`src/rtl/router_pkg.sv`:
```
// -----------------------------------------------------------------------------
// router_pkg
// Shared constants for the router packet FIFO slice.
//   DEF_DATA_W / DEF_DEPTH / DEF_AF_THRESH : default block parameters
//   LEN_LSB, len_msb()                     : header length-field position,
//                                            data[len_msb(DATA_W):LEN_LSB]
// -----------------------------------------------------------------------------
package router_pkg;

  localparam int DEF_DATA_W    = 8;
  localparam int DEF_DEPTH     = 16;
  localparam int DEF_AF_THRESH = 14;

  // Bits [1:0] of a header word are not part of the length field.
  localparam int LEN_LSB = 2;

  // The length field runs up to the top data bit.
  function automatic int len_msb(input int data_w);
    return data_w - 1;
  endfunction

endpackage

```
`src/rtl/router_pkt_len_tracker.sv`:
```
// -----------------------------------------------------------------------------
// router_pkt_len_tracker
// Follows packet framing on the read side of the FIFO. A header word loads the
// remaining-length counter with its length field + 1 (payload plus parity);
// each following body word counts it down, and the word that takes it from
// 1 to 0 is flagged as end of packet. Body words seen with nothing remaining
// are flagged as orphans.
// Ports:
//   clk, rst (async, active-high), soft_rst (sync flush)
//   rd_en    : a word is being read on this edge
//   rd_sop   : stored header tag of that word
//   rd_len   : length field of that word (only meaningful when rd_sop=1)
//   eop_out  : registered, aligned with the read word's data_valid
//   orphan   : registered one-cycle pulse, aligned with data_valid
// -----------------------------------------------------------------------------
module router_pkt_len_tracker
  import router_pkg::*;
#(
  parameter int DATA_W = DEF_DATA_W
) (
  input  logic                       clk,
  input  logic                       rst,
  input  logic                       soft_rst,
  input  logic                       rd_en,
  input  logic                       rd_sop,
  input  logic [DATA_W-LEN_LSB-1:0]  rd_len,
  output logic                       eop_out,
  output logic                       orphan
);

  localparam int REM_W = DATA_W - 1;

  logic [REM_W-1:0] rem_reg;
  logic [REM_W-1:0] rem_next;
  logic             eop_reg;
  logic             eop_next;
  logic             orphan_reg;
  logic             orphan_next;
  logic [REM_W-1:0] hdr_rem;

  // Length field is one bit narrower than rem, so the +1 cannot overflow.
  assign hdr_rem = REM_W'(rd_len) + REM_W'(1);

  always_comb begin
    rem_next    = rem_reg;
    eop_next    = 1'b0;
    orphan_next = 1'b0;
    if (rd_en) begin
      if (rd_sop) begin
        // A new header always restarts framing; a truncated packet simply
        // never gets its eop.
        rem_next = hdr_rem;
      end else if (rem_reg != '0) begin
        rem_next = rem_reg - REM_W'(1);
        eop_next = (rem_reg == REM_W'(1));
      end else begin
        orphan_next = 1'b1;
      end
    end
  end

  always_ff @(posedge clk or posedge rst) begin
    if (rst) begin
      rem_reg    <= '0;
      eop_reg    <= 1'b0;
      orphan_reg <= 1'b0;
    end else if (soft_rst) begin
      rem_reg    <= '0;
      eop_reg    <= 1'b0;
      orphan_reg <= 1'b0;
    end else begin
      rem_reg    <= rem_next;
      eop_reg    <= eop_next;
      orphan_reg <= orphan_next;
    end
  end

  assign eop_out = eop_reg;
  assign orphan  = orphan_reg;

endmodule

```
`src/rtl/router_pkt_fifo.sv`:
```
// -----------------------------------------------------------------------------
// router_pkt_fifo
// Packet-aware synchronous FIFO. Each entry holds {sop tag, data}. Reads are
// registered: a read accepted on an edge presents data_out/data_valid/sop_out
// (plus eop_out/orphan from the length tracker) right after that edge; cycles
// without an accepted read drive all of those outputs to 0.
// Optional build macro: ROUTER_PKT_FIFO_LEVEL_EN adds level/almost_full.
// Parameters: DATA_W (>=4), DEPTH (power of 2, >=4), AF_THRESH
// Ports:
//   clk, rst (async, active-high), soft_rst (sync flush, beats we/re)
//   we, sop, data_in       : write side
//   re                     : read request
//   data_out, data_valid   : registered read data and its qualifier
//   sop_out, eop_out       : header / last-word flags (qualified by data_valid)
//   orphan                 : body word read outside any packet
//   full, empty            : combinational status from the pointers
//   level, almost_full     : registered occupancy and threshold flag
//                            (only with ROUTER_PKT_FIFO_LEVEL_EN)
// -----------------------------------------------------------------------------
module router_pkt_fifo
  import router_pkg::*;
#(
  parameter int DATA_W    = DEF_DATA_W,
  parameter int DEPTH     = DEF_DEPTH,
  parameter int AF_THRESH = DEF_AF_THRESH
) (
  input  logic                     clk,
  input  logic                     rst,
  input  logic                     soft_rst,
  input  logic                     we,
  input  logic                     sop,
  input  logic [DATA_W-1:0]        data_in,
  input  logic                     re,
  output logic [DATA_W-1:0]        data_out,
  output logic                     data_valid,
  output logic                     sop_out,
  output logic                     eop_out,
  output logic                     orphan,
  output logic                     full,
  output logic                     empty
`ifdef ROUTER_PKT_FIFO_LEVEL_EN
  ,
  output logic [$clog2(DEPTH):0]   level,
  output logic                     almost_full
`endif
);

  localparam int AW      = $clog2(DEPTH);
  localparam int PW      = AW + 1;
  localparam int LEN_MSB = len_msb(DATA_W);

  if (DATA_W < 4 || DEPTH < 4 || (DEPTH & (DEPTH - 1)) != 0 ||
      AF_THRESH < 0 || AF_THRESH > DEPTH) begin : g_bad_params
    $error("router_pkt_fifo: illegal parameter combination");
  end

  logic [DATA_W:0]   mem [DEPTH];
  logic [PW-1:0]     wr_ptr_reg;
  logic [PW-1:0]     rd_ptr_reg;
  logic              wr_en;
  logic              rd_en;
  logic [DATA_W:0]   rd_word;
  logic [DATA_W-1:0] data_out_reg;
  logic              data_valid_reg;
  logic              sop_out_reg;

  // Pointers carry one extra wrap bit so all DEPTH entries are usable:
  // same index with differing wrap bits means full, identical means empty.
  assign full  = (wr_ptr_reg[AW] != rd_ptr_reg[AW]) &&
                 (wr_ptr_reg[AW-1:0] == rd_ptr_reg[AW-1:0]);
  assign empty = (wr_ptr_reg == rd_ptr_reg);

  // Status is taken from the pre-edge state, so a simultaneous we/re at full
  // only reads and at empty only writes. A flush blocks both.
  assign wr_en = we & ~full  & ~soft_rst;
  assign rd_en = re & ~empty & ~soft_rst;

  // The word under the read pointer is looked up ahead of the edge so its tag
  // and length field reach the tracker on the same edge the word is
  // registered onto data_out.
  assign rd_word = mem[rd_ptr_reg[AW-1:0]];

  // Storage is not reset; it is only ever observed through an accepted read.
  always_ff @(posedge clk) begin
    if (wr_en) begin
      mem[wr_ptr_reg[AW-1:0]] <= {sop, data_in};
    end
  end

  // Pointers wrap naturally modulo 2*DEPTH.
  always_ff @(posedge clk or posedge rst) begin
    if (rst) begin
      wr_ptr_reg <= '0;
      rd_ptr_reg <= '0;
    end else if (soft_rst) begin
      wr_ptr_reg <= '0;
      rd_ptr_reg <= '0;
    end else begin
      if (wr_en) wr_ptr_reg <= wr_ptr_reg + PW'(1);
      if (rd_en) rd_ptr_reg <= rd_ptr_reg + PW'(1);
    end
  end

  // Output register: zeroed on every cycle without an accepted read.
  always_ff @(posedge clk or posedge rst) begin
    if (rst) begin
      data_out_reg   <= '0;
      data_valid_reg <= 1'b0;
      sop_out_reg    <= 1'b0;
    end else if (soft_rst || !rd_en) begin
      data_out_reg   <= '0;
      data_valid_reg <= 1'b0;
      sop_out_reg    <= 1'b0;
    end else begin
      data_out_reg   <= rd_word[DATA_W-1:0];
      data_valid_reg <= 1'b1;
      sop_out_reg    <= rd_word[DATA_W];
    end
  end

  assign data_out   = data_out_reg;
  assign data_valid = data_valid_reg;
  assign sop_out    = sop_out_reg;

  router_pkt_len_tracker #(
    .DATA_W (DATA_W)
  ) u_len_tracker (
    .clk      (clk),
    .rst      (rst),
    .soft_rst (soft_rst),
    .rd_en    (rd_en),
    .rd_sop   (rd_word[DATA_W]),
    .rd_len   (rd_word[LEN_MSB:LEN_LSB]),
    .eop_out  (eop_out),
    .orphan   (orphan)
  );

`ifdef ROUTER_PKT_FIFO_LEVEL_EN
  localparam logic [PW-1:0] AF_LEVEL = PW'(AF_THRESH);

  logic [PW-1:0] level_reg;
  logic [PW-1:0] level_next;

  always_comb begin
    level_next = level_reg;
    if (wr_en && !rd_en) begin
      level_next = level_reg + PW'(1);
    end else if (rd_en && !wr_en) begin
      level_next = level_reg - PW'(1);
    end
  end

  always_ff @(posedge clk or posedge rst) begin
    if (rst) begin
      level_reg <= '0;
    end else if (soft_rst) begin
      level_reg <= '0;
    end else begin
      level_reg <= level_next;
    end
  end

  assign level       = level_reg;
  assign almost_full = (level_reg >= AF_LEVEL);
`endif

endmodule

```
`config.mk`:
```
export PLATFORM = sky130hd
export DESIGN_NAME = router_pkt_fifo
export DESIGN_NICKNAME = d
export VERILOG_FILES = /design/src/rtl/router_pkg.sv /design/src/rtl/router_pkt_len_tracker.sv /design/src/rtl/router_pkt_fifo.sv
export SDC_FILE = /design/constraint.sdc
export NUM_CORES = 1
export LEC_CHECK = 0
export CAP_MARGIN = 20
export CORE_MARGIN = 2
export CORE_UTILIZATION = 40
export DETAILED_ROUTE_END_ITERATION = 10
export PLACE_DENSITY = 0.57
export SETUP_SLACK_MARGIN = 0.3
export SLEW_MARGIN = 20
export SYNTH_ARGS = -nofsm -noshare
export SYNTH_HDL_FRONTEND = slang
export SYNTH_HIERARCHICAL = 1
export SYNTH_SLANG_ARGS = --single-unit
export TNS_END_PERCENT = 5
```
`constraint.sdc`:
```
create_clock -name clk -period 2.6 [get_ports clk]
set_input_delay 0.65 -clock clk [delete_from_list [all_inputs] [get_ports clk]]
set_output_delay 0.65 -clock clk [all_outputs]
set_load 0.05 [all_outputs]
```
======== Word level (Yosys, flattened, before mapping) ========
Memories as Yosys holds them, arrays and structs flattened.
Index checks and enable logic that the tools add are counted.
cells by class
  eq/ne operators ......................... 4
  bitwise gates (word level) .............. 7
  muxes and demuxes ....................... 21
  reduce and logical (&&, ||, !) cells .... 8
  $add $sub $neg .......................... 4
operators by type and width
  cell                                                 count
  2-to-1 mux 7 bit                                     4
  2-to-1 mux 5 bit                                     4
  2-to-1 mux 1 bit                                     12
  adder 5 x 1 -> 5 bit, second input constant          2
  2-to-1 mux 8 bit                                     1
  adder 6 x 1 -> 7 bit, second input constant          1
  equality test 7 x 1 -> 1 bit, second input constant  1
  nonzero test 7 bit                                   1
  subtractor 7 x 1 -> 7 bit, second input constant     1
  equality test 5 bit                                  1
  AND 1 bit                                            4
  equality test 4 bit                                  1
  nonzero test 2 bit                                   2
  NOT 1 bit                                            3
  nonzero test 3 bit                                   1
  AND reduction 2 bit                                  1
  logical AND 1 bit                                    1
  zero test 1 bit                                      1
  logical OR 1 bit                                     1
  inequality test 1 bit                                1
word-level totals
  memories ................................ 1
  RAM bits ................................ 144
  flip-flop bits (word level) ............. 29
  output and inout port bits .............. 14
memory list
  name  depth  width  read ports  clocked after Yosys merged registers in  write ports  RTL line               RTL
  mem   16     9      1           0                                        1            router_pkt_fifo.sv:57  logic [DATA_W:0] mem [DEPTH];

======== Logic depth before layout (Yosys ltp) ========
Gate-level depths: netlist of the first run.
  depth after elaboration ................. 7
  gate-level depth with buffers ........... 13
  mapped depth without buffers ............ 9

======== Hierarchy ========
Netlist of the first run, hierarchy kept.
by module, submodules not included
  module                  cells an instance  area each (sq um)  instances  seq. area each (sq um)
  router_pkt_fifo         384                6,769.0            1          4,824.6
  router_pkt_len_tracker  75                 645.6              1          225.2

======== Least setup slack after synthesis of the first run ========
No wires, ideal clock.
  kind .................................... input to register
  start point ............................. input port soft_rst
  end point ............................... memory mem[8][0] in the netlist's numbering (enable)
  data arrival time ....................... 2.158 ns
  library setup time ...................... 0.403 ns
  stages .................................. 3
  slack ................................... 0.039 ns
  cell sequence ........................... clkbuf_1 clkbuf_1 nor4b_1
between the ends
  longest elaborated chain between the ends .. 4
RTL lines
  what                                    RTL line               RTL
  start, declared                         router_pkt_fifo.sv:29  input logic soft_rst,
  NOT 1 bit                               router_pkt_fifo.sv:75  assign wr_en = we & ~full & ~soft_rst;
  AND 1 bit                               router_pkt_fifo.sv:75
  2-to-1 mux 1 bit                        router_pkt_fifo.sv:85  if (wr_en) begin
  2-to-1 mux 1 bit (implied by the code)  router_pkt_fifo.sv:86  mem[wr_ptr_reg[AW-1:0]] <= {sop, data_in};
  end, declared                           router_pkt_fifo.sv:57
Every way passes these cells.

======== Final worst setup path of the first run ========
  start point ............................. register rd_ptr_reg[0]
  end point ............................... register data_out_reg[2], in the netlist data_out[2]
between the ends
  longest elaborated chain between the ends .. 7
RTL lines
  what                    RTL line                RTL
  start, declared         router_pkt_fifo.sv:59   logic [PW-1:0] rd_ptr_reg;
  start signal, assigned  router_pkt_fifo.sv:100  if (rd_en) rd_ptr_reg <= rd_ptr_reg + PW'(1);
  equality test 5 bit     router_pkt_fifo.sv:71   assign empty = (wr_ptr_reg == rd_ptr_reg);
  NOT 1 bit               router_pkt_fifo.sv:76   assign rd_en = re & ~empty & ~soft_rst;
  AND 1 bit (2 in a row)  router_pkt_fifo.sv:76
  zero test 1 bit         router_pkt_fifo.sv:110  end else if (soft_rst || !rd_en) begin
  logical OR 1 bit        router_pkt_fifo.sv:110
  2-to-1 mux 8 bit *      router_pkt_fifo.sv:110
  end signal, assigned    router_pkt_fifo.sv:115  data_out_reg <= rd_word[DATA_W-1:0];
  end, declared           router_pkt_fifo.sv:63   logic [DATA_W-1:0] data_out_reg;
Every way passes the cells marked *; elsewhere a longest branch is shown, timed or not.
A chain may end at the register's enable or synchronous reset.

==> flow_summary.toml, run 1 <==
[pwr]
pwr_density_cell_nw_per_um2 = 762
leakage_power_nw = 3.29
finalPower_mw = 7.22
vdd_drop_max_mv = 0.554

[synthesis]
synth_edf_count = 144
syn-instance-count = 459
yosysUniqueCellTypes = 60
yosys_register_bits = 173
synthesized_netlist_net_count = 482
yosys-top-cells-area = "edfxtp_1, dfrtp_1, mux4_2, mux2i_1, a221oi_1"
post-synth-top-area-fraction_pct = 58.3
synth_ff_type = "edfxtp_1"
synth.cell_area_um2 = 7410
ys_async_sr_fraction_pct = 16.8
syn_area_per_cell_um2 = 16.2
netlist.top_cell.by_area = "edfxtp_1"
synth.yosys.seq_area_share_pct = 68.1
synth-warning-count = 6

[cells_and_area]
num_antenna_cells = 0
seqCellArea_um2 = 5050
number_of_fillers_in_the_final_layout = 1410
final_net_count = 585
area_delta_synth_final_pct = 27.7
final_cell_area_um2 = 9470
multi_input_comb_area_um2 = 2410
layoutNonFillerInstCount = 804
utilization_after_layout_pct = 52.4
fraction_of_layout_instances_using_a_drive_strength_above_1_pct = 32.7
largest_register_ffs = 144

[sta]
hold_violations = 0
aggregate_negative_setup_slack_ns = 0
max_slew.worst_pin.slew_ns = 0.630
timing.final.max_slew_violations = 0
hold_slack_ns = 0.507
period_share_pct = 97.9
clock_skew_ns = 0.0161
final_setup_vio_count = 0
timing.fmax_mhz = 393
unrepaired_setup_endpoints_after_global_routing = "yes"
slew-limit-headroom_pct = 57.9
fin_crit_ns = 2.54
postLayoutSetupSlackWorst_ns = 0.0557

[run_status]
violations = "design-rule violations"
outcome = "complete, but fails checks"

[global_route]
largest_net_degree_at_the_start_of_global_routing = 21
grt_first_pass_wirelength_um = 27300
grt_pass1_vias = 4671
number_of_antenna_violations_at_the_first_check_in_global_routing = 1
grt_remaining_overflow = 0
globalRouteTotalUtil_pct = 18.6

[clocking]
clock_buffer_depth = 2
cts_htree_levels = 4
clock_network_latency_to_the_later_pin_of_the_worst_skew_pair_ns = 0.43
cts_made_buffers = 17
tritoncts = "built"
cts.clk_slew.worst_paths_ns = 0.07
cts.sinks = 173
clk_root_buffer_cell = "clkbuf_16"
cts-hold-fix-buffers = 0

[routing]
detail-route-antenna-nets = 0
num_vias = 4477
wirelength_um = 17600
vias_per_cell = 5.57
drt-initial-drc-count = 301
remaining_drc_errors = 4
dr.pass1.iters = 9
wire_per_inst_um = 21.9

[worst_setup_path]
r2r.worst_path.cells = 13
path_max_fanout = 7
crit_start = "rd_ptr_reg[0]"
worst_setup_path_start_kind = "flip-flop"
timing_worst_setup_path_type = "flip-flop to flip-flop"
crit-reg2reg-launch = "rd_ptr_reg[0]"
critPathRequiredTime_ns = 2.95
capture_instance_of_the_worst_register_to_register_path = "data_out[2]"
end_kind = "flip-flop"
r2r_setup_slack_ns = 0.06
worst-endpoint-arrival_ns = 2.90

[placement]
preCtsSetupSlack_ns = 0.0295
gp_congestion = 0.814
detailedPlacementHpwl_um = 11300
placedInstanceArea_um2 = 8370
numPortBuffers = 27
placed_cells_incl_taps = 748

[floorplan]
floorplan.core_area_um2 = 18100
boundaryPins = 28
floorplan.die_area_um2 = 19600
initial_utilization_pct = 41.0
die_width_um = 140
die_height_um = 140
core.rowCount = 49

[worst_hold_path]
worstHoldPathType = "input pin to asynchronous set/reset pin"

[job]
max_cap_viol_count = 0
==> layout make-up <==
type,instances,share of cell area [%]
inverters,15,0.595
well taps,229,3.03
clock buffers,17,4.49
flip-flops and latches,173,53.4
multi-input cells,248,25.5
clock inverters,15,1.85
repair buffers,107,11.2
==> critical path, cell delays in order, from the launching register on <==
cell,delay (ns)
dfrtp_2,0.53
buf_6,0.17
buf_16,0.13
mux2i_2,0.17
a221oi_2,0.32
o21ai_2,0.13
buf_4,0.15
buf_4,0.12
buf_4,0.13
buf_4,0.12
buf_4,0.12
buf_4,0.12
buf_4,0.12
a21oi_2,0.13
==> report_power, final <==
group          switching, mW  internal (mW)  leakage (nW)
Sequential            0.0630           3.06          1.69
Clock                   1.18           1.37         0.291
Combinational          0.802          0.733          1.31
Total                   2.05           5.17          3.29
==> routing by layer <==
layer,share of wire (%),up-vias,track usage (%)
met3,5.0,20,3.83
met1,44,2306,25.3
li1,-,2011,-
met2,50,140,30.8
met4,1.2,0,5.26
met5,0,-,0
==> cells in the mapped netlist (2+ instances only) <==
master	n
o211ai_2	2
ha_1	9
a211o_1	2
xnor2_1	3
nor3b_1	3
clkbuf_1	8
nor2b_1	6
inv_1	14
nand4_1	2
o21ai_0	8
o21ai_1	14
buf_6	6
nor2_1	24
a211oi_1	3
a21oi_1	15
a221oi_1	14
buf_4	4
mux2i_1	32
buf_2	4
nor3_1	5
xnor2_2	4
and3_1	10
dfrtp_1	29
o2111ai_1	4
o311ai_1	2
a22oi_1	2
mux2_1	4
mux4_2	22
nand3_1	5
nand2_1	22
nand2b_1	5
edfxtp_1	144
==> cells by family after synthesis <==
group                    count (synthesis)  synth area share (%)
AO/OA/AOI/OAI                           77                  7.49
flip-flops                             173                  68.1
multiplexers                            58                  11.6
adder cells (fa/ha/maj)                  9                  1.52
AND/OR/NAND/NOR                         95                  6.85
XOR/XNOR                                 9                  1.57
buffers and inverters                   38                  2.85
==> cells in the final DEF, fill, tap and decap left out, types with 9 or more instances in the layout <==
cell type and n:
edfxtp_1 144, buf_4 65, mux2i_1 31, dfrtp_1 26, clkdlybuf4s50_1 25, nor2_1 23
mux4_2 22, nand2_1 19, clkbuf_16 17, a21oi_1 14, inv_1 13, buf_12 11
and3_1 9
==> how the worst max path moves through the flow <==
| stage | endpoint | slack, ns | cells after the start |
|---|---|---|---|
| 5_1_grt | u_len_tracker/rem_reg[5] | 0.009 | 10 |
| 4_1_cts | empty | 0.13 | 7 |
| 3_5_place_dp | u_len_tracker/rem_reg[5] | 0.03 | 10 |
| 2_1_floorplan | mem[4][0] | 0.07 | 3 |
| 6_report | data_out[2] | 0.06 | 13 |
| 3_3_place_gp | u_len_tracker/rem_reg[2] | 0.1 | 10 |
==> timing repair <==
| action | in CTS | in global routing |
|---|---|---|
| gates cloned | 2 | 0 |
| resized for setup | 28 | 24 |
| setup buffers | 19 | 3 |
| setup endpoints to repair | 15 | 52 |
| pin swaps | 11 | 9 |
| endpoints found under the hold margin | 0 | 0 |
Note: power is estimated with default switching activity, not from simulation.
==> run 2: changes to the inputs <==
CORE_UTILIZATION = 50   (was 40)
PLACE_DENSITY = 0.69   (was 0.57)
==> flow_summary.toml, run 2 (synthesized netlist as in run 1, its figures left out) <==
[clocking]
cts_made_buffers = 17
cts_htree_levels = 4
clock_buffer_depth = 2
cts.sinks = 173
clock_network_latency_to_the_later_pin_of_the_worst_skew_pair_ns = 0.43
clk_root_buffer_cell = "clkbuf_16"
tritoncts = "built"
cts-hold-fix-buffers = 0
cts.clk_slew.worst_paths_ns = 0.07

[placement]
preCtsSetupSlack_ns = 0.0658
numPortBuffers = 27
gp_congestion = 0.852
detailedPlacementHpwl_um = 10800
placed_cells_incl_taps = 703

[sta]
unrepaired_setup_endpoints_after_global_routing = "yes"
max_slew.worst_pin.slew_ns = 0.616
period_share_pct = 94.2
slew-limit-headroom_pct = 58.8
fin_crit_ns = 2.45
timing.fmax_mhz = 408
postLayoutSetupSlackWorst_ns = 0.150
aggregate_negative_setup_slack_ns = 0
final_setup_vio_count = 0
clock_skew_ns = 0.00734
timing.final.max_slew_violations = 0
hold_violations = 0

[pwr]
vdd_drop_max_mv = 0.677
p_sw_share_pct = 26.6
share_seq_of_total_power_pct = 43.3
share_clk_of_total_power_pct = 36.3
leakage_power_nw = 3.30
pwr-share-comb_pct = 20.4
pwr_density_cell_nw_per_um2 = 773
netSwitchingPower_mw = 1.92
power.internal_mw = 5.29
finalPower_mw = 7.21

[global_route]
grt_pass1_vias = 4627
grt_remaining_overflow = 0
globalRouteTotalUtil_pct = 22.2
largest_net_degree_at_the_start_of_global_routing = 18
grt_first_pass_wirelength_um = 26500
number_of_antenna_violations_at_the_first_check_in_global_routing = 1

[floorplan]
die_width_um = 126
floorplan.die_area_um2 = 15800
boundaryPins = 28
floorplan.core_area_um2 = 14500
die_height_um = 126
core.rowCount = 44
initial_utilization_pct = 51.0

[run_status]
outcome = "finished clean"

[cells_and_area]
fraction_of_layout_instances_using_a_drive_strength_above_1_pct = 31.5
seqCellArea_um2 = 5050
largest_register_ffs = 144
num_antenna_cells = 0
area_delta_synth_final_pct = 25.9
layout.cells.most_common = "edfxtp_1"
number_of_fillers_in_the_final_layout = 997
final_net_count = 587
layoutNonFillerInstCount = 761
multi_input_comb_area_um2 = 2380
layout.cells.most_common_list = "edfxtp_1, buf_4, mux2i_1"

[worst_setup_path]
crit_start = "rd_ptr_reg[0]"
path_max_fanout = 8
timing_worst_setup_path_type = "flip-flop to output pin"
capture_instance_of_the_worst_register_to_register_path = "data_out[4]"
end_kind = "output pin"
critPathCapture = "empty"
worst-endpoint-arrival_ns = 1.80
r2r.worst_path.cells = 14
r2r_setup_slack_ns = 0.15
worst_setup_path_start_kind = "flip-flop"
crit-reg2reg-launch = "rd_ptr_reg[2]"
critPathRequiredTime_ns = 1.95

[routing]
num_vias = 4533
dr.pass1.iters = 4
route.met2.wl_um = 8320
wl_met1_um = 6990
routed-wl-met3_um = 1090
top_layer_used = "met5"
drt-initial-drc-count = 437
remaining_drc_errors = 0
wirelength_um = 16600
wire_per_inst_um = 21.9
vias_per_cell = 5.96
detail-route-antenna-nets = 0

[worst_hold_path]
worstHoldPathType = "input pin to asynchronous set/reset pin"

[job]
max_cap_viol_count = 0
[run 2: what timing repair did]
action	4_1_cts	5_1_grt
setup endpoints to repair	11	20
pin swaps	11	2
resized for setup	35	12
setup buffers	21	5
[run 2: how the worst min path moves through the flow]
stage,from,to,slack (ns),depth (start not counted)
final,rst,u_len_tracker/rem_reg[6],0.52,2
after global routing,rst,data_out[5],0.56,2
after CTS,rst,data_valid,0.53,2
after detailed placement,u_len_tracker/rem_reg[6],u_len_tracker/rem_reg[6],0.57,2
after global placement,u_len_tracker/rem_reg[6],u_len_tracker/rem_reg[6],0.56,2
after floorplan,rst,u_len_tracker/eop_out,0.48,1
[run 2: stage by stage]
| step | area, µm² | util, % | hold WS, ns |
|---|---|---|---|
| floorplan | 7420 | - | 0.478 |
| global placement | 8280 | 56.9 | 0.564 |
| detailed placement | 8280 | 56.9 | 0.570 |
| CTS | 9210 | 63.4 | 0.531 |
| global route | 9340 | 64.2 | 0.565 |
| finish | 9340 | 64.2 | 0.519 |
[run 2: layout make-up]
type	count	share of cell area [%]
clock inverters	14	1.93
clock buffers	18	4.60
multi-input cells	248	25.5
flip-flops and latches	173	54.1
repair buffers	109	10.8
inverters	15	0.603
well taps	184	2.47
[run 2: worst max-delay path: stages, from the launching register on]
cell,delay (ns)
dfrtp_2,0.49
buf_6,0.16
xnor2_4,0.17
and4_4,0.28
nand2_4,0.06
inv_2,0.09
buf_12,0.13
[run 2: power groups by stage]
stage | Clock [mW] | Sequential, mW | Combinational (mW)
2_1_floorplan | 0 | 3.22 | 0.749
3_3_place_gp | 0 | 3.17 | 1.18
3_5_place_dp | 0 | 3.18 | 1.20
4_1_cts | 2.64 | 3.12 | 1.39
5_1_grt | 2.77 | 3.13 | 1.56
6_report | 2.62 | 3.12 | 1.47
[run 2: layer usage]
metal  global-route usage, %  up-vias
li1                        -     2017
met1                    29.4     2308
met2                    36.5      184
met3                    6.50       22
met4                    6.01        2
met5                       0        -
==> run 3: changes to the inputs <==
HOLD_SLACK_MARGIN = 0.15   (was default)
==> results of run 3 <==
Same layout as run 2: the final DEF is identical, and so are final timing and power.
==> variant 1: new RTL, config.mk and constraints of run 1 <==
The package constant `LEN_LSB` goes from 2 to 1.
--- a/src/rtl/router_pkg.sv
+++ b/src/rtl/router_pkg.sv
@@ -12,7 +12,7 @@
   localparam int DEF_AF_THRESH = 14;
 
   // Bits [1:0] of a header word are not part of the length field.
-  localparam int LEN_LSB = 2;
+  localparam int LEN_LSB = 1;
 
   // The length field runs up to the top data bit.
   function automatic int len_msb(input int data_w);
Function: changed (a bounded check fails within 4 cycles, from zero or initial values and one cycle with rst high).
==> variant 1 against run 1 <==
The flow still finishes with violations (design-rule violations); routed wire length shrank 2.0%; clock skew fell by 7.4 ps; critical path depth shrank 4; via count shrank 2.4%; combinational power decreased by 19%; area after synthesis is essentially flat; cell area decreased by 2.6%; power down 7.1%; clock power shrank 7%; setup slack better by 93 ps; sequential cell count unchanged; critical endpoint is now u_len_tracker/rem_reg[0]; largest cell class unchanged; highest routed layer unchanged.
==> variant 1: results (changes against run 1) <==
timing:
  skew_ps: 8.65  # was 16.1 ps
  max_freq_ghz: 0.408  # was 0.393 GHz
  hold_slack_ps: 510  # was 507 ps
routing:
  via_per_inst: 5.52  # was 5.57
  post-route-drc-count: 5  # was 4
  first_pass_iters: 8  # was 9
  drtIter0Drc: 412  # was 301
  drt-total-wl_um: 17200  # was 17600 µm
status:
  status: "finished with violations"  # unchanged
  violations: "design-rule violations"  # unchanged
finish:
  stdcell_count: 791  # was 804
  drive_gt1_share_pct: 34.2  # was 32.7%
  clock_area_share_pct: 5.87  # was 6.34%
  nNetsFinal: 572  # was 585
  postLayoutCellArea_mm2: 0.00922  # was 0.00947 mm²
  n_clock_buffer: 18  # was 17
  multi_input_gates: 254  # was 248
  buffers: 89  # was 107
  area_growth_pct: 24.4  # was 27.7%
  buf_share_pct: 9.25  # was 11.2%
  inv_count: 14  # was 15
  antenna_cells: 0  # unchanged
  fill_cells: 1470  # was 1410
  largest_register_ff_count: 144  # unchanged
  sh_seq_area_pct: 54.8  # was 53.4%
  multi_input_area_share_pct: 26.4  # was 25.5%
power:
  internal-power_mw: 4.87  # was 5.17 mW
  power_frac_clock_pct: 35.1  # was 35.4%
  pg_clk_mw: 2.36  # was 2.55 mW
  p_leak_nw: 3.18  # was 3.29 nW
  ir_drop_uv: 454  # was 554 µV
  comb_power_share_pct: 18.7  # was 21.3%
synthesis:
  synthesis.nets: 487  # was 482
  synthXorXnorAreaFrac_pct: 1.06  # was 1.57%
  synth_area_leaders: "edfxtp_1 (58%), dfrtp_1 (9.8%), mux2_2 (5.5%)"  # was edfxtp_1 (58%), dfrtp_1 (9.8%), mux4_2 (6.7%)
  synth_common_cells: "edfxtp_1 (144), nor2_1 (44), mux2_2 (36)"  # was edfxtp_1 (144), mux2i_1 (32), dfrtp_1 (29)
  synth_adder_area_share_pct: 1.52  # about the same
  synth_compound_area_share_pct: 6.36  # was 7.49%
  synthCells: 464  # was 459
  ys_seq_area_share_pct: 68.1  # about the same
  synth.distinct_cells: 57  # was 60
global_routing:
  track_usage_pct: 18.4  # was 18.6%
  grt_pass1_vias: 4532  # was 4671
  grt_pass1_wl_um: 26400  # was 27300 µm
placement:
  place_congestion: 0.822  # was 0.814
  dpl-instance-area_mm2: 0.00824  # was 0.00837 mm²
  placed_cells: 743  # was 748
  dp_slack_ps: -39.5  # was 29.5 ps
  dp_hpwl_um: 11200  # was 11300 µm
critical_path:
  crit_slowest_cell: "mux4_2"  # was dfrtp_2
  path_max_fanout: 9  # was 7
  cp-endpoint: "u_len_tracker/rem_reg[0]"  # was data_out[2]
  arrival_ps: 2790  # was 2900 ps
  r2r-start: "rd_ptr_reg[1]"  # was rd_ptr_reg[0]
  crit_family: "multiplexers"  # was buffers and inverters
  reg2reg_depth: 9  # was 13
clocking:
  cts_resized: 44  # was 28
  post_cts_buffers: 9  # was 19
==> variant 1: cell types whose count changed after synthesis, sizes merged, moves of 8 or more <==
cell    before  now
o32ai        1   10
mux2i       32    2
nor3         6   17
o22ai        1    9
a221oi      14    0
o221ai       0    8
nor2        24   44
o21ai       22    4
and3        10    1
mux2         4   36
==> variant 1: kinds of logic after synthesis <==
kind of cell / count (synthesis)
flip-flops: 173
AND/OR/NAND/NOR: 116
buffers and inverters: 37
XOR/XNOR: 9
AO/OA/AOI/OAI: 61
adder cells (fa/ha/maj): 9
multiplexers: 59
==> variant 1: metal layers <==
metal  wire length (µm)  GRT usage (%)
met1               7640           24.4
met5                  0              0
met2               8530           30.3
met3                867           4.38
met4                184           5.74
==> variant 1: worst reg2reg max path, cell delays in order, from the launching register on <==
cell and delay, ps:
dfrtp_2 410, buf_12 160, buf_6 150, mux4_2 530, nor2_4 120, o32ai_4 130, nor3_4 260, a31oi_4 180
buf_4 200, a311oi_2 220
==> variant 2: new RTL, config.mk and constraints of run 1 <==
Without the edit above. The option `ROUTER_PKT_FIFO_LEVEL_EN` is turned on by a define.
--- a/src/rtl/router_pkt_fifo.sv
+++ b/src/rtl/router_pkt_fifo.sv
@@ -17,6 +17,8 @@
 //   level, almost_full     : registered occupancy and threshold flag
 //                            (only with ROUTER_PKT_FIFO_LEVEL_EN)
 // -----------------------------------------------------------------------------
+`define ROUTER_PKT_FIFO_LEVEL_EN
+
 module router_pkt_fifo
   import router_pkg::*;
 #(
Formal check against the unedited RTL (old outputs only; new: almost_full and level): equivalent (Yosys induction, for registers that start in step).
==> variant 2 against run 1 <==
Clock power increased by 7%; cell area increased by 0.30%; via count decreased by 4.4%; sequential power increased by 4%; routed wire length decreased by 11%; sequential cell count increased by 5; setup slack got worse by 1.6 ps; the flow now finishes without violations; area after synthesis increased by 2.4%; clock skew decreased by 8.7 ps; power increased by 9.3%; final cell count decreased by 0.50%; synthesized cell count decreased by 0.65%; count of clock-buffer cells in the layout increased by 1.
==> variant 2: results (changes against run 1) <==
placement:
  dp_hpwl_um: 9950  # was 11300 µm
critical_path:
  reg2reg_depth: 12  # was 13
timing:
  max_slew.worst_pin.slew_ps: 583  # was 630 ps
power:
  p_leak_nw: 3.42  # was 3.29 nW
  ir_drop_uv: 509  # was 554 µV
status:
  status: "complete, no violations"  # was finished with violations
routing:
  wl_met3_um: 534  # was 871 µm
  first_pass_iters: 6  # was 9
  met1Wirelength_um: 6980  # was 7740 µm
  wl_met2_um: 8020  # was 8750 µm
  via_per_inst: 5.35  # was 5.57
  drtIter0Drc: 218  # was 301
synthesis:
  synth.distinct_cells: 49  # was 60
  synthesis.nets: 484  # was 482
  ys_seq_area_share_pct: 68.2  # was 68.1%
  synth_area_leaders: "edfxtp_1 (57%), dfrtp_1 (11%), mux4_2 (11%)"  # was edfxtp_1 (58%), dfrtp_1 (9.8%), mux4_2 (6.7%)
  synth_common_cells: "edfxtp_1 (144), mux4_2 (36), dfrtp_1 (34), nor2_1 (34), nand2_1 (20)"  # was edfxtp_1 (144), mux2i_1 (32), dfrtp_1 (29)
global_routing:
  met1_usage_pct: 21.7  # was 25.3%
  grt_use_met3_pct: 3.04  # was 3.83%
  grt_pass1_wl_um: 24700  # was 27300 µm
  grt_pass1_vias: 4396  # was 4671
  met2_usage_pct: 28.8  # was 30.8%
finish:
  drive_gt1_share_pct: 32.0  # was 32.7%
  nNetsFinal: 581  # was 585
floorplanning:
  die_w_um: 142  # was 140 µm
-- variant 2: cell types whose count changed after synthesis, moves of 5 or more --
cell      before  now
a21oi_1       15    8
a221oi_1      14    0
and2_1         0    7
and3_1        10    4
buf_6          6    0
dfrtp_1       29   34
mux2_2         0   12
mux2i_1       32   13
mux4_2        22   36
nor2_1        24   34
o21ai_1       14    8
xnor2_1        3   10
xor2_1         1    7
-- variant 2: power groups by stage --
stage | sequential, mW | combinational (mW) | clock, mW
global placement | 3.30 | 1.71 | 0
detailed placement | 3.31 | 1.74 | 0
floorplan | 3.44 | 1.03 | 0
CTS | 3.25 | 1.84 | 2.78
global route | 3.26 | 2.06 | 2.88
finish | 3.25 | 1.90 | 2.73
-- variant 2: stage by stage --
| stage | std cells | TNS [ps] | setup slack [ps] | instance area, µm² | hold slack, ps |
|---|---|---|---|---|---|
| 2_1_floorplan | 456 | 0 | 90.7 | 7690 | 478 |
| 3_3_place_gp | 754 | -601 | -257 | 8640 | 563 |
| 3_5_place_dp | 754 | -795 | -289 | 8640 | 581 |
| 4_1_cts | 797 | 0 | 33.2 | 9400 | 538 |
| 5_1_grt | 800 | -101 | -61.1 | 9500 | 582 |
| 6_report | 800 | 0 | 54.1 | 9500 | 534 |
-- variant 2: cell families (layout without fill, tap and decap cells) --
kind of cell	Yosys count	in the layout	share of synthesized area (%)
and+or+nand+nor	100	100	6.58
DFF	178	178	68.2
AOI/OAI and AO/OA	54	54	4.75
adders and majority gates	14	14	2.41
xor gates and xnor gates	17	17	1.96
muxes	61	61	14.2
buffers and inverters	32	142	1.95
-- variant 2: final cells by class --
| class | count | area [µm²] | share of cell area (%) |
|---|---|---|---|
| clock inverter | 14 | 200 | 2.11 |
| inverter | 11 | 41.3 | 0.435 |
| timing repair buffer | 99 | 923 | 9.72 |
| multi-input combinational | 246 | 2440 | 25.6 |
| clock buffer | 18 | 429 | 4.52 |
| sequential | 178 | 5180 | 54.5 |
| tap | 234 | 293 | 3.08 |
-- variant 2: what timing repair did --
item | CTS | global route
gates cloned | 0 | 0
hold buffers | 0 | 0
resized for setup | 10 | 18
setup endpoints to repair | 100 | 29
buffers inserted | 11 | 3
pin swaps | 2 | 13
-- variant 2: how the worst max path moves through the flow --
stage                   from                     to  slack, ps  cells past startpoint
6_report       rd_ptr_reg[0]               level[4]         50                     12
5_1_grt        rd_ptr_reg[0]               level[4]        -60                     12
4_1_cts        rd_ptr_reg[0]  u_len_tracker/eop_out         30                      9
3_5_place_dp              we               level[4]       -290                     11
3_3_place_gp              we               level[4]       -260                     11
2_1_floorplan  wr_ptr_reg[3]               level[4]         90                     12
